File: config.mk
export PLATFORM = sky130hd
export DESIGN_NAME = weight_tile_loader
export DESIGN_NICKNAME = d
export VERILOG_FILES = /design/src/rtl/weight_tile_loader.sv
export SDC_FILE = /design/constraint.sdc
export NUM_CORES = 1
export LEC_CHECK = 0
export BUFFER_PORTS_ARGS = -buffer_cell sky130_fd_sc_hd__buf_2
export CELL_PAD_IN_SITES_DETAIL_PLACEMENT = 0
export CELL_PAD_IN_SITES_GLOBAL_PLACEMENT = 1
export CORE_ASPECT_RATIO = 0.9
export CORE_UTILIZATION = 39
export CTS_CLUSTER_SIZE = 20
export DETAILED_ROUTE_END_ITERATION = 12
export HOLD_SLACK_MARGIN = 0.06
export PLACE_DENSITY_LB_ADDON = 0.25
export SYNTH_ARGS = -nofsm -noshare
export SYNTH_HDL_FRONTEND = slang
export SYNTH_SLANG_ARGS = --single-unit
File: constraint.sdc
create_clock -name clk -period 6 [get_ports clk]
set_clock_uncertainty 0.05 [all_clocks]
set_input_delay 0 -clock clk [delete_from_list [all_inputs] [get_ports clk]]
set_output_delay 0 -clock clk [all_outputs]
set_load 0.05 [all_outputs]
File: src/rtl/weight_tile_loader.sv
// Weight tile loader: streams weight rows from DRAM into the weight FIFO while
// keeping FIFO occupancy plus in-flight reads within the FIFO capacity.
module weight_tile_loader #(
  parameter int          ROWS_PER_TILE   = 3,
  parameter int          FIFO_DEPTH      = 8,
  parameter int          MAX_OUTSTANDING = 4,
  parameter logic [23:0] ROW_STRIDE      = 24'h8,
  parameter logic [23:0] BANK_OFFSET     = 24'h8000
) (
  input  logic        clk,
  input  logic        rst,
  input  logic        start,
  input  logic [23:0] base_addr,
  input  logic [7:0]  num_tiles,
  input  logic        buf_sel,
  input  logic        abort,
  output logic        mem_rd_req,
  output logic [23:0] mem_rd_addr,
  input  logic        mem_rd_ready,
  input  logic        mem_rd_valid,
  input  logic [63:0] mem_rd_data,
  output logic        wt_fifo_wr,
  output logic [63:0] wt_fifo_data,
  input  logic        wt_pop,
  output logic        busy,
  output logic        done,
  output logic        aborted
);

  localparam int CW = 11;

  typedef enum logic [1:0] {
    S_IDLE,
    S_RUN,
    S_DRAIN,
    S_FINISH
  } state_t;

  state_t          r_state;
  state_t          w_state_next;
  logic [9:0]      r_total;
  logic [9:0]      r_issued;
  logic [9:0]      r_received;
  logic [CW-1:0]   r_outstanding;
  logic [CW-1:0]   r_occupancy;
  logic [23:0]     r_addr;
  logic            r_req;
  logic            r_wr;
  logic [63:0]     r_wdata;
  logic            r_busy;
  logic            r_done;
  logic            r_aborted;

  logic [9:0]      w_tile_rows;
  logic [9:0]      w_total_next;
  logic [9:0]      w_issued_next;
  logic [9:0]      w_received_next;
  logic [CW-1:0]   w_out_next;
  logic [CW-1:0]   w_occ_next;
  logic [CW-1:0]   w_credits_next;
  logic [23:0]     w_addr_next;
  logic            w_launch;
  logic            w_accept;
  logic            w_resp;
  logic            w_pop;
  logic            w_push_next;
  logic            w_req_next;

  always_comb begin
    w_tile_rows     = 10'(num_tiles) * 10'(ROWS_PER_TILE);
    w_launch        = (r_state == S_IDLE) && start;
    w_accept        = r_req && mem_rd_ready;
    // Responses with nothing in flight are stray and must not disturb the counters.
    w_resp          = mem_rd_valid && (r_outstanding != '0);
    w_pop           = wt_pop && (r_occupancy != '0);
    w_out_next      = r_outstanding + CW'(w_accept) - CW'(w_resp);
    w_occ_next      = r_occupancy + CW'(r_wr) - CW'(w_pop);
    w_push_next     = w_resp && (r_state == S_RUN) && !abort;
    w_total_next    = w_launch ? w_tile_rows : r_total;
    w_issued_next   = w_launch ? 10'd0 : r_issued + 10'(w_accept);
    w_received_next = w_launch ? 10'd0 : r_received + 10'(w_resp);

    w_addr_next = r_addr;
    if (w_launch) begin
      w_addr_next = base_addr + (buf_sel ? BANK_OFFSET : 24'h0);
    end else if (w_accept) begin
      w_addr_next = r_addr + ROW_STRIDE;
    end

    w_state_next = r_state;
    case (r_state)
      S_IDLE: begin
        if (start) begin
          w_state_next = (w_tile_rows != 10'd0) ? S_RUN : S_FINISH;
        end
      end
      S_RUN: begin
        // r_received reaches the total in the same cycle the last row is pushed.
        if (abort) begin
          w_state_next = S_DRAIN;
        end else if (r_received == r_total) begin
          w_state_next = S_FINISH;
        end
      end
      S_DRAIN: begin
        if (r_outstanding == '0) begin
          w_state_next = S_FINISH;
        end
      end
      default: begin
        w_state_next = S_IDLE;
      end
    endcase

    // A row captured but not yet pushed still holds a FIFO credit.
    w_credits_next = w_occ_next + w_out_next + CW'(w_push_next);
    w_req_next     = (w_state_next == S_RUN)
                   && (w_issued_next < w_total_next)
                   && (w_out_next < CW'(MAX_OUTSTANDING))
                   && (w_credits_next < CW'(FIFO_DEPTH));
  end

  always_ff @(posedge clk) begin
    if (rst) begin
      r_state       <= S_IDLE;
      r_total       <= '0;
      r_issued      <= '0;
      r_received    <= '0;
      r_outstanding <= '0;
      r_occupancy   <= '0;
      r_addr        <= '0;
      r_req         <= 1'b0;
      r_wr          <= 1'b0;
      r_wdata       <= '0;
      r_busy        <= 1'b0;
      r_done        <= 1'b0;
      r_aborted     <= 1'b0;
    end else begin
      r_state       <= w_state_next;
      r_total       <= w_total_next;
      r_issued      <= w_issued_next;
      r_received    <= w_received_next;
      r_outstanding <= w_out_next;
      r_occupancy   <= w_occ_next;
      r_addr        <= w_addr_next;
      r_req         <= w_req_next;
      r_wr          <= w_push_next;
      if (w_push_next) begin
        r_wdata <= mem_rd_data;
      end
      r_busy        <= (w_state_next != S_IDLE);
      r_done        <= (w_state_next == S_FINISH);
      r_aborted     <= (r_state == S_DRAIN) && (w_state_next == S_FINISH);
    end
  end

  always_ff @(posedge clk) begin
    if (!rst) begin
      assert (r_occupancy + r_outstanding <= CW'(FIFO_DEPTH));
    end
  end

  assign mem_rd_req   = r_req;
  assign mem_rd_addr  = r_addr;
  assign wt_fifo_wr   = r_wr;
  assign wt_fifo_data = r_wdata;
  assign busy         = r_busy;
  assign done         = r_done;
  assign aborted      = r_aborted;

endmodule

### After elaboration in Yosys (flattened, before gate mapping)

Cells that the tools add are included.

| storage, ports and cells | value |
|---|---|
| word-level logic and storage cells | 62 |
| flip-flop bits (word level) | 147 |

| cells by class | value |
|---|---|
| add/subtract/negate cells | 10 |
| magnitude comparators | 3 |
| multipliers | 1 |
| equal/unequal tests | 5 |
| muxes and demuxes | 11 |
| reduce and logical (&&, ||, !) cells | 19 |

Operators with widths:

| cell | number |
|---|---|
| $mux W24 | 2 |
| $add A11 B1 Y11 | 3 |
| $add A24 B16 Y24 | 1 |
| $add A24 B4 Y24 const B | 1 |
| $reduce_bool A11 Y1 | 2 |
| $sub A11 B1 Y11 | 2 |
| $add A10 B1 Y10 | 2 |
| $mux W10 | 2 |
| $mux W16 | 1 |
| $add A11 B11 Y11 | 1 |
| $logic_not A11 Y1 | 1 |
| $lt A11 B3 Y1 const B | 1 |
| $lt A11 B4 Y1 const B | 1 |
| $eq A10 B10 Y1 | 1 |
| $logic_and A1 B1 Y1 | 10 |
| $lt A10 B10 Y1 | 1 |
| $mul A8 B2 Y10 const B | 1 |
| $mux W2 | 5 |
| $reduce_bool A10 Y1 | 1 |
| $pmux W2 S3 | 1 |
| $eq A2 B1 Y1 const B | 2 |
| $eq A2 B2 Y1 const B | 2 |
| $reduce_bool A2 Y1 | 2 |
| $logic_not A2 Y1 | 1 |
| 2 further kinds | 2 |

### Logic depth before layout (Yosys ltp)

| depth | value |
|---|---|
| depth in word-level cells | 9 |
| mapped depth | 23 |
| mapped depth without buffers | 23 |

### Least setup slack after synthesis

Ideal clock, no wire load.

| path | value |
|---|---|
| kind | register to register |
| start | reg r_occupancy[8] |
| end | reg r_req, in the netlist mem_rd_req |
| stages on the path, launching flop included | 24 |
| slack | 1.457 ns |
| arrival | 4.406 ns |
| cells stage by stage | dfxtp_1 -> inv_1 -> ha_1 -> and4b_1 -> a41oi_1 -> ha_1 -> inv_1 -> ha_1 -> a21o_1 -> a21oi_1 -> nor2_1 -> o21ai_0 -> a211oi_1 -> a221oi_1 -> xor2_1 -> ha_1 -> inv_1 -> nor3_1 -> a2111oi_0 -> nand3_1 -> nor4_1 -> o2111ai_1 -> or4b_1 -> nor4b_2 |

| between the ends | value |
|---|---|
| cells in the longest elaborated chain, start to end | 7 |

RTL lines:

| element | line | source |
|---|---|---|
| start: declaration | 45 | `logic [CW-1:0] r_occupancy;` |
| start signal: assignment | 144 | `r_occupancy <= w_occ_next;` |
| branches (longest 2 deep; another with $add A11 B1 Y11) | - |  |
| $sub A11 B1 Y11 (*) | 77 | `w_occ_next = r_occupancy + CW'(r_wr) - CW'(w_pop);` |
| via w_occ_next[9] | 59 | `logic [CW-1:0] w_occ_next;` |
| $add A11 B11 Y11 (*) | 116 | `w_credits_next = w_occ_next + w_out_next + CW'(w_push_next);` |
| $add A11 B1 Y11 (*) | 116 |  |
| $lt A11 B4 Y1 (*) | 120 | `&& (w_credits_next < CW'(FIFO_DEPTH));` |
| $logic_and A1 B1 Y1 (*) | 120 |  |
| end signal: assignment | 146 | `r_req <= w_req_next;` |
| end: declaration | 47 | `logic r_req;` |

Mark *: on every way through the listed nets, which the timed path passes.
A chain may end at the register's enable or synchronous reset.

### Worst setup path after layout

Same ends and word-level chain as after synthesis.

==> results.toml <==
[hold_path]
timing.hold.worst.class = "input port to register"

[layout]
layout.nets = 1414
syn2layout_area_growth_pct = 39.55
antenna_cells = 0
final_core_utilization_pct = 55.69
final_design_area_no_fill_sq_mm = 0.01074
drive_above_1_share_pct = 19.67
filler_cell_count = 1787

[yosys]
synth.distinct_cells = 60
area_fraction_of_the_dominant_cell_type_after_synthesis_pct = 38.25
mappedNetlistArea_sq_mm = 0.007694
synth_flop_cell = "dfxtp_1"
yosysTopAreaCell = "dfxtp_1"
yosys.cell_count.top_type = "nand2_1"
yosys_warnings = 0
synth_cells = 938
seq_area_frac_synth_pct = 38.25
postSynthRegisterBits = 147
synth-edff-count = 0
synth_top_cells_by_area = "dfxtp_1, ha_1, nand2_1, a21oi_1, xnor2_1"
syn_area_per_cell_sq_um = 8.202
postSynthNetCount = 1109
netlist_top_cells_count = "nand2_1, dfxtp_1, a21oi_1"
async_flop_share_pct = 0

[setup_path]
critPathMaxStageDelay_ps = 550
critical_path_maximum_fanout = 4
crit_path_top_delay_cell = "or4b_1"
required_ps = 6290
setup.worst_path.start_class = "register"
cp.arrival_ps = 5320
timing.setup.critical_path_class = "register to register"
path_buf_inv = 3
critPathCaptureType = "register"
critPathMostFrequentCell = "ha_1"
crit_path_cell_trace = "inv_1 > ha_1 > and4b_1 > a41oi_1 > ha_1 > inv_1 > ha_1 > a21o_1 > a21oi_1 > nor2_1 > o21ai_0 > a211oi_1 > a221oi_1 > xor2_1 > ha_1 > inv_1 > nor3_1 > a2111oi_0 > nand3_1 > nor4_1 > o2111ai_1 > or4b_1 > nor4b_2"
critical-path-top-delay-family = "compound AO/OA/AOI/OAI gates"

[timing]
rsz0062_at_grt = "no"
setup_tns_after_final_layout_ps = 0
final_hold_viol_count = 0
finalSetupViolCount = 0
fin_crit_sh_pct = 83.94
timing.slew.headroom_pct = 42.66
tightestPinTransition_ps = 860.1
slew_violations = 0
fin_worst_hold_slack_ps = 51.52
clock.fmax_mhz = 198.6
finalCriticalPeriod_ps = 5036

[die]
area_of_the_core_sq_mm = 0.01928
initial_utilization_pct = 39.91
die_h_um = 135.2
floorplan.io_pins = 197
dieArea_sq_mm = 0.02029
die-width_um = 150.1
placement_rows = 48

[clock_tree]
worst_skew_pair.late_latency_ps = 430
cts_inserted_buffers = 17
tritoncts = "built"
clock_sink_count = 147
clock_tree.buffer_depth = 2
postCtsSetupBuffers = 0
cts.clk_slew.worst_paths_ps = 70
cts_repair_resized_insts = 0
cts.root.buffer_cell = "clkbuf_16"
hold_buffers = 126
htree_levels = 4

[place]
postPlaceCellArea_sq_mm = 0.008875
place_hpwl_um = 14440
portBuffers = 196
finalWeightedCongestion = 0.8414

[power_and_ir_drop]
pwr-share-seq_pct = 23.1
irDropWorstVdd_mv = 0.3869
portion_of_total_power_attributed_to_the_clock_network_pct = 21.5
power.internal_uw = 2875
power_per_cell_area_mw_per_mm2 = 465.7
netSwitchingFraction_pct = 42.50
netSwitchingPower_uw = 2125
total_leakage_power_uw = 0.004726
comb_power_share_pct = 55.4

[global_routing]
grt_first_pass_wirelength_um = 33980
grt_start_max_net_pins = 80
antenna_found_initial = 0
grt_overflow = 0
first_global_vias = 6957
grtUsageTotal_pct = 21.14

[routing]
drt.antenna.violating_nets = 0
drt_first_pass_iters = 4
via_count = 7292
routed_vias_inst = 4.842
drt_drc_violations_left = 0
detail_route.iter0.violations = 250
route.detailed.wl_per_inst_um = 13.92
routed_wl_um = 20960

[flow_run]
maxCapViolations = 0

[run_status]
status = "finished clean"
==> tightest hold or removal path: cells and delay by family <==
| kind | cells | cell delay, ps |
|---|---|---|
| AOI/OAI and AO/OA | 1 | 70 |
| and+or+nand+nor | 2 | 320 |
| buffers and inverters | 1 | 90 |
==> state kept, by name (all words and copies together), names as in the netlist <==
signal         flops
done               1
r_outstanding     11
r_issued          10
r_state            2
r_total           10
r_received        10
r_occupancy       11
wt_fifo_wr         1
mem_rd_req         1
mem_rd_addr       24
busy               1
aborted            1
wt_fifo_data      64
==> cell type report <==
| cell class | count | area (sq um) | area share [%] |
|---|---|---|---|
| Clock buffer | 18 | 439.2 | 4.090 |
| Clock inverter | 14 | 161.4 | 1.503 |
| Timing Repair Buffer | 327 | 2282 | 21.26 |
| Multi-Input combinational cell | 700 | 4410 | 41.08 |
| Sequential cell | 147 | 2943 | 27.41 |
| Tap cell | 250 | 312.8 | 2.913 |
| Inverter | 50 | 187.7 | 1.748 |
==> logic make-up (layout without fill, tap and decap cells) <==
logic type	count (synthesis)	count (layout)	share of synthesized area [%]
buffers and inverters	91	409	4.537
DFF	147	147	38.25
AOI/OAI and AO/OA	176	176	14.28
and+or+nand+nor	374	374	22.23
adders and majority gates	67	67	11.19
muxes	4	4	0.5204
xor gates and xnor gates	79	79	8.993
==> stage by stage <==
step / cells / total power (uW) / worst slack, ps
after detailed placement: 1348 / 3852 / 1003
after floorplan: 938 / 3297 / 1457
after global placement: 1348 / 3857 / 1127
after global routing: 1506 / 5387 / 478.3
final: 1506 / 5000 / 963.7
after CTS: 1506 / 5012 / 991.4
==> final timing paths <==
| check | from | endpoint | slack, ps | depth (start not counted) |
|---|---|---|---|---|
| max reg2reg | r_occupancy[8] | mem_rd_req | 960 | 23 |
| max | r_occupancy[8] | mem_rd_req | 960 | 23 |
| min | mem_rd_ready | mem_rd_addr[4] | 50 | 4 |
| min reg2reg | wt_fifo_data[41] | wt_fifo_data[41] | 400 | 2 |
==> cell usage in the layout, fill, tap and decap left out, types with 4 or more instances in the layout <==
cell type / count
nand3_1: 14
dlygate4sd3_1: 126
a211oi_1: 22
nor2b_1: 24
xnor2_1: 44
nor4_1: 5
buf_4: 6
a21oi_1: 93
nor2_1: 91
nand2_1: 163
and3_1: 5
nor3_1: 19
and2_1: 6
mux2i_1: 4
a21o_1: 7
inv_1: 49
inv_8: 5
nand2b_1: 4
or3_1: 4
ha_1: 64
o21ai_0: 14
a31oi_1: 4
xor2_1: 35
dfxtp_1: 147
o21bai_1: 7
nand4_1: 18
buf_2: 195
clkbuf_16: 17
==> routing by layer <==
metal,GRT usage [%],wire [um],vias to the layer above,share of wire (%)
met5,0,0,-,0
met4,6.397,339,0,1.6
met3,6.734,1264,25,6.0
met2,33.44,9489,158,45
met1,27.34,9870,3315,47
li1,-,-,3794,-
==> power groups by stage <==
stage / clock network, uW / registers, uW / logic, uW
floorplan: 0 / 1280 / 2010
global placement: 0 / 1180 / 2680
detailed placement: 0 / 1180 / 2670
CTS: 1100 / 1160 / 2750
global route: 1140 / 1170 / 3070
finish: 1080 / 1160 / 2770
(Power assumes the default switching activity.)
